===== src/rtl/bf16_acc_seq_if.sv =====
// Operand stream, external adder hookup and result stream for bf16_acc_seq.
// The accumulator owns the slave side; the surrounding logic drives the master side.
interface bf16_acc_seq_if #(
   parameter int CNT_WIDTH = 8
);
   logic                 in_valid;
   logic [15:0]          in_data;
   logic                 in_last;
   logic                 in_ready;

   logic [15:0]          add_a;
   logic [15:0]          add_b;
   logic [2:0]           add_rnd;
   logic [15:0]          add_z;

   logic                 out_valid;
   logic [15:0]          out_data;
   logic [CNT_WIDTH-1:0] out_count;
   logic                 out_ready;

   modport master (
      output in_valid, in_data, in_last, add_z, out_ready,
      input  in_ready, add_a, add_b, add_rnd, out_valid, out_data, out_count
   );

   modport slave (
      input  in_valid, in_data, in_last, add_z, out_ready,
      output in_ready, add_a, add_b, add_rnd, out_valid, out_data, out_count
   );
endinterface


===== src/rtl/bf16_acc_seq.sv =====
// Sums a stream of bfloat16 operands per group using an external combinational adder
// and presents the sum with a saturating operand count.
//
//   state  | meaning
//   IDLE   | waiting for the first operand of a group
//   ACC    | group in progress, acc holds the running sum
//   HOLD   | group sum presented, waiting for out_ready
module bf16_acc_seq #(
   parameter int sig_width = 7,
   parameter int exp_width = 8,
   parameter int CNT_WIDTH = 8
) (
   input logic           clk,
   input logic           rst_n,
   bf16_acc_seq_if.slave bus
);

   if (sig_width != 7) begin : g_bad_sig_width
      $fatal(1, "bf16_acc_seq: sig_width must be 7");
   end
   if (exp_width != 8) begin : g_bad_exp_width
      $fatal(1, "bf16_acc_seq: exp_width must be 8");
   end

   localparam logic [1:0] S_IDLE = 2'd0;
   localparam logic [1:0] S_ACC  = 2'd1;
   localparam logic [1:0] S_HOLD = 2'd2;

   localparam logic [CNT_WIDTH-1:0] CNT_MAX = {CNT_WIDTH{1'b1}};
   localparam logic [CNT_WIDTH-1:0] CNT_ONE = CNT_WIDTH'(1);

   logic [1:0]           state_q, state_d;
   logic [15:0]          acc_q, acc_d;
   logic [CNT_WIDTH-1:0] cnt_q, cnt_d;
   logic                 in_ready;
   logic                 accept;

   assign in_ready = (state_q != S_HOLD);
   assign accept   = bus.in_valid && in_ready;

   always_comb begin
      state_d = state_q;
      acc_d   = acc_q;
      cnt_d   = cnt_q;
      case (state_q)
         S_IDLE: begin
            if (accept) begin
               acc_d   = bus.in_data;
               cnt_d   = CNT_ONE;
               state_d = bus.in_last ? S_HOLD : S_ACC;
            end
         end
         S_ACC: begin
            if (accept) begin
               // adder result is stored verbatim, including NaN/Inf/denormals
               acc_d   = bus.add_z;
               cnt_d   = (cnt_q == CNT_MAX) ? cnt_q : cnt_q + CNT_ONE;
               state_d = bus.in_last ? S_HOLD : S_ACC;
            end
         end
         S_HOLD: begin
            if (bus.out_ready) begin
               state_d = S_IDLE;
            end
         end
         default: state_d = S_IDLE;
      endcase
   end

   always_ff @(posedge clk or negedge rst_n) begin
      if (!rst_n) begin
         state_q <= S_IDLE;
         acc_q   <= 16'h0000;
         cnt_q   <= '0;
      end else begin
         state_q <= state_d;
         acc_q   <= acc_d;
         cnt_q   <= cnt_d;
      end
   end

   assign bus.in_ready  = in_ready;
   assign bus.add_a     = acc_q;
   assign bus.add_b     = bus.in_data;
   assign bus.add_rnd   = 3'b000;
   assign bus.out_valid = (state_q == S_HOLD);
   assign bus.out_data  = acc_q;
   assign bus.out_count = cnt_q;

endmodule


===== src/flat_wrapper.sv =====
// flat-port wrapper written by rule: the top's interface ports become plain ports
module bf16_acc_seq_flat 
#(
   parameter int sig_width = 7,
   parameter int exp_width = 8,
   parameter int CNT_WIDTH = 8
)
  (clk, rst_n, bus_in_valid, bus_in_data, bus_in_last, bus_add_z, bus_out_ready, bus_in_ready, bus_add_a, bus_add_b, bus_add_rnd, bus_out_valid, bus_out_data, bus_out_count);
  bf16_acc_seq_if #(.CNT_WIDTH(CNT_WIDTH)) bus_i ();
  input logic clk;
  input logic rst_n;
  input wire logic [$bits(bus_i.in_valid)-1:0] bus_in_valid;
  input wire logic [$bits(bus_i.in_data)-1:0] bus_in_data;
  input wire logic [$bits(bus_i.in_last)-1:0] bus_in_last;
  input wire logic [$bits(bus_i.add_z)-1:0] bus_add_z;
  input wire logic [$bits(bus_i.out_ready)-1:0] bus_out_ready;
  output wire logic [$bits(bus_i.in_ready)-1:0] bus_in_ready;
  output wire logic [$bits(bus_i.add_a)-1:0] bus_add_a;
  output wire logic [$bits(bus_i.add_b)-1:0] bus_add_b;
  output wire logic [$bits(bus_i.add_rnd)-1:0] bus_add_rnd;
  output wire logic [$bits(bus_i.out_valid)-1:0] bus_out_valid;
  output wire logic [$bits(bus_i.out_data)-1:0] bus_out_data;
  output wire logic [$bits(bus_i.out_count)-1:0] bus_out_count;
  assign bus_i.in_valid = bus_in_valid;
  assign bus_i.in_data = bus_in_data;
  assign bus_i.in_last = bus_in_last;
  assign bus_i.add_z = bus_add_z;
  assign bus_i.out_ready = bus_out_ready;
  assign bus_in_ready = bus_i.in_ready;
  assign bus_add_a = bus_i.add_a;
  assign bus_add_b = bus_i.add_b;
  assign bus_add_rnd = bus_i.add_rnd;
  assign bus_out_valid = bus_i.out_valid;
  assign bus_out_data = bus_i.out_data;
  assign bus_out_count = bus_i.out_count;
  bf16_acc_seq #(.sig_width(sig_width), .exp_width(exp_width), .CNT_WIDTH(CNT_WIDTH)) u_core (.clk(clk), .rst_n(rst_n), .bus(bus_i));
endmodule

===== config.mk =====
export PLATFORM = sky130hd
export DESIGN_NAME = bf16_acc_seq_flat
export DESIGN_NICKNAME = d
export VERILOG_FILES = /design/src/rtl/bf16_acc_seq_if.sv /design/src/rtl/bf16_acc_seq.sv /design/src/flat_wrapper.sv
export SDC_FILE = /design/constraint.sdc
export NUM_CORES = 1
export LEC_CHECK = 0
export ABC_AREA = 1
export BUFFER_PORTS_ARGS = -buffer_cell sky130_fd_sc_hd__buf_2
export CAP_MARGIN = 20
export CORE_UTILIZATION = 46
export DETAILED_ROUTE_END_ITERATION = 7
export GPL_ROUTABILITY_DRIVEN = 0
export PLACE_DENSITY = 0.94
export SYNTH_ARGS = -nofsm -noshare
export SYNTH_HDL_FRONTEND = slang
export SYNTH_SLANG_ARGS = --single-unit

===== constraint.sdc =====
create_clock -name clk -period 3.2 [get_ports clk]
set_input_delay 0.8 -clock clk [delete_from_list [all_inputs] [get_ports clk]]
set_output_delay 0.8 -clock clk [all_outputs]
set_load 0.01 [all_outputs]

### After elaboration in Yosys (flattened, before gate mapping)

Cells that the tools add are included.

| word-level totals | value |
|---|---|
| flip-flop bits (word level) | 26 |
| latch bits | 0 |
| memory bits (writable) | 0 |
| memory bits (read-only) | 0 |
| bits of input ports | 37 |
| output and inout port bits | 61 |
| word-level logic and storage cells | 31 |
| memories kept | 0 |

| cells by class | value |
|---|---|
| add/sub/neg operators | 1 |
| multipliers | 0 |
| divide/modulo/power cells | 0 |
| $lt $le $gt $ge | 0 |
| eq/ne operators | 9 |
| shifts and indexed selects | 0 |
| mux-type cells | 11 |
| bitwise logic cells | 0 |
| reductions and logical operators | 7 |

Operator list:

| cell | count |
|---|---|
| $mux W16 | 2 |
| $pmux W16 S2 | 1 |
| $mux W8 | 3 |
| $pmux W8 S2 | 1 |
| $add A8 B1 Y8 const B | 1 |
| $eq A8 B8 Y1 const B | 1 |
| $mux W2 | 3 |
| $ne A2 B1 Y1 const B | 3 |
| $ne A2 B2 Y1 const B | 3 |
| $pmux W2 S2 | 1 |
| $reduce_and A4 Y1 | 1 |
| $reduce_and A3 Y1 | 1 |
| $eq A2 B1 Y1 const B | 1 |
| $eq A2 B2 Y1 const B | 1 |
| $logic_not A2 Y1 | 1 |
| $reduce_and A2 Y1 | 1 |
| $reduce_bool A2 Y1 | 1 |
| $reduce_or A2 Y1 | 1 |
| $logic_and A1 B1 Y1 | 1 |

### Logic depth before layout (Yosys ltp)

| depth | value |
|---|---|
| depth after elaboration | 4 |
| mapped depth | 8 |
| gate-level depth less buffers | 7 |

### Least setup slack after synthesis

No wires, ideal clock.

| path | value |
|---|---|
| kind | input to output |
| from | input bus_in_data[0] |
| to | output bus_add_b[0] |
| arrival | 0.919 ns |
| required time | 2.400 ns |
| setup slack | 1.481 ns |
| stages | 1 |
| path buffers | 1 |
| path through | buf_4 |

RTL lines:

| item | line | RTL |
|---|---|---|
| start, declared | flat_wrapper.sv:13 | `input wire logic [$bits(bus_i.in_data)-1:0] bus_in_data;` |
| end, declared | flat_wrapper.sv:19 | `output wire logic [$bits(bus_i.add_b)-1:0] bus_add_b;` |

No word-level cell between the ends.

### Worst setup path in the final report

| path | value |
|---|---|
| from | register u_core.state_q[1] |
| to | output bus_in_ready |

| on the way | value |
|---|---|
| word-level cells in the longest chain between the ends | 1 |

RTL lines:

| item | line | RTL |
|---|---|---|
| start, declared | bf16_acc_seq.sv:32 | `logic [1:0] state_q, state_d;` |
| start signal, assigned | bf16_acc_seq.sv:76 | `state_q <= state_d;` |
| $ne A2 B2 Y1 | bf16_acc_seq.sv:38 | `assign in_ready = (state_q != S_HOLD);` |
| end, declared | flat_wrapper.sv:17 | `output wire logic [$bits(bus_i.in_ready)-1:0] bus_in_ready;` |

Every way passes these cells.

==> impl_metrics.yaml <==
grt:
  grt_max_degree: 38
  grt.total_usage: 0.196
  grt_pass1_vias: 1213
  grt_pass1_wl_mm: 5.26
  grt_overflow_total: 0
  antenna_found_initial: 0
synthesis:
  synth.avg_cell_area_um2: 8.00
  synth_seq_area_share: 0.419
  syn_inst: 194
  yosysWarnings: 0
  synth_area_mm2: 0.00155
  ys_ff_latch: 26
  synth.distinct_cells: 23
sta:
  whs_ns: 0.453
  rsz0062_at_grt: "no"
  fmax_ghz: 0.523
  timing.final.crit_share: 0.598
  layout_setup_ws_ns: 1.29
  fin_crit_ns: 1.91
  maxSlewViolCount: 0
  slew_headroom: 0.491
  max_slew.worst_pin.slew_ns: 0.762
  skew_ns: 0.00203
  setup-tns-final_ns: 0
  hold_viol_final: 0
  setup_viol: 0
power:
  peakVddDrop_mv: 0.333
  leakage_nw: 0.954
  p_total_mw: 0.838
  power.density_mw_per_mm2: 467
run:
  maxCapViolations: 0
clock_tree:
  clk_pin_slew_ns: 0.13
  insertion_delay_ns: 0.31
  cts_buffers: 3
  cts.sinks: 26
  ctsHtreeMaxLevel: 1
  cts_tree: "done"
  cts_resized: 0
  cts_buffer_depth: 2
  post_cts_buffers: 0
  ctsHoldBuffers: 0
  cts-root-buf: "clkbuf_4"
placement:
  dpl_worst_slack_ns: 1.07
  dp.cells: 292
  post-dp-hpwl_mm: 2.47
  placed_area_mm2: 0.00177
  io_buffers: 94
critical_path:
  worstReg2RegStart: "u_core.state_q[1]"
  cpMaxStageDelayCell: "dfrtp_1"
  crit_chain: "inv_2 -> nor2_1 -> inv_1 -> buf_2"
  cp.required_ns: 2.40
  critPathBufInv: 3
  startpoint: "u_core.state_q[1]"
  regToRegEndpoint: "u_core.bus.out_count[3]"
  cp_max_fo: 2
  start_kind: "flop"
  path_class: "flop to output pin"
  r2r_cells: 5
  critPathArrivalTime_ns: 1.11
  cp.depth: 4
  crit_path_end_kind: "output pin"
  max_stage_delay_ns: 0.43
  endpoint: "bus_in_ready"
  crit_family: "flip-flops"
  r2r_slack_ns: 1.32
final_layout:
  final_area_mm2: 0.00179
  antenna_cells: 0
  nNetsFinal: 291
  syn_to_final_growth_pct: 15.6
  instances_no_fill: 295
  drive_above_1_share: 0.414
  fin_util: 0.574
detailed_routing:
  drc: 0
  wl_mm: 3.18
  wl_met3_um: 188
  vias: 1379
  antenna_left: 0
  drt_iter0_drc: 61
  viasPerCell: 4.67
  met1_length_mm: 1.37
  drtPass1Iterations: 4
  wl_met2_mm: 1.61
  dr.max_layer_used: "met4"
  wire_per_inst_um: 10.8
floorplan:
  die_y_um: 60.1
  core_area_mm2: 0.00313
  die_x_um: 60.1
  ios: 98
  die_area_mm2: 0.00361
  initial_core_util: 0.496
  placement_rows: 20
status:
  run_status: "complete, no violations"
hold_path:
  hold_path.class: "primary input to async pin"
## final cells by class
type / instances / area (µm²)
inverters: 10 / 37.5
fillers: 298 / 1330
repair buffers: 94 / 470
well taps: 44 / 55.1
clock buffers: 3 / 22.5
multi-input cells: 118 / 558
flip-flops and latches: 26 / 651
## logic make-up after synthesis
group           share of synthesized area
flops                               0.419
other cells                       0.00242
compound gates                      0.111
simple gates                        0.222
buf+inv                             0.226
fa+ha+maj                         0.00806
xor+xnor                           0.0113
## metal layers
layer | up-vias | track usage
li1 | 696 | -
met1 | 620 | 0.228
met2 | 61 | 0.363
met3 | 2 | 0.0455
met4 | 0 | 0.0399
met5 | - | 0
## power breakdown
part / total (mW) / switching (mW) / internal [mW]
logic: 0.290 / 0.168 / 0.122
registers: 0.415 / 0.0382 / 0.377
clock network: 0.133 / 0.0892 / 0.0440
total: 0.838 / 0.296 / 0.543
## layout by cell type (no fill, tap or decap)
cell type / count
inv_1: 8
a21o_1: 1
o21ai_0: 7
xor2_1: 1
a21oi_1: 1
conb_1: 3
inv_2: 2
ha_1: 1
o22ai_1: 1
xnor2_1: 1
nor2_1: 22
o21bai_1: 1
nand3_1: 5
nand2_1: 51
buf_2: 94
dfrtp_1: 26
nor2_4: 2
nand3_2: 1
clkbuf_4: 3
nand2_2: 2
a31oi_1: 17
o21ai_1: 1
## worst min path at each step
stage	depth (start not counted)	startpoint	endpoint	slack, ns
after floorplan	0	rst_n	u_core.bus.add_a[0]	0.50
after global placement	2	u_core.bus.out_count[6]	u_core.bus.out_count[6]	0.53
after detailed placement	2	u_core.bus.add_a[14]	u_core.bus.add_a[14]	0.56
after CTS	1	rst_n	u_core.state_q[0]	0.46
after global routing	1	rst_n	u_core.state_q[0]	0.47
final	1	rst_n	u_core.bus.out_count[6]	0.45
## cell usage after synthesis, drive strengths merged
master | instances | area, µm²
a21o | 1 | 7.51
a21oi | 1 | 5.00
a31oi | 17 | 106
buf | 42 | 313
conb | 1 | 3.75
dfrtp | 26 | 651
ha | 1 | 12.5
inv | 10 | 37.5
nand2 | 53 | 204
nand3 | 6 | 35.0
nor2 | 24 | 105
o21ai | 8 | 40.0
o21bai | 1 | 7.51
o22ai | 1 | 6.26
xnor2 | 1 | 8.76
xor2 | 1 | 8.76
## registers in the layout, summed over array words and instances (netlist names)
signal,flops
u_core.bus.out_count,8
u_core.state_q,2
u_core.bus.add_a,16
Note: power is estimated with default switching activity, not from simulation.
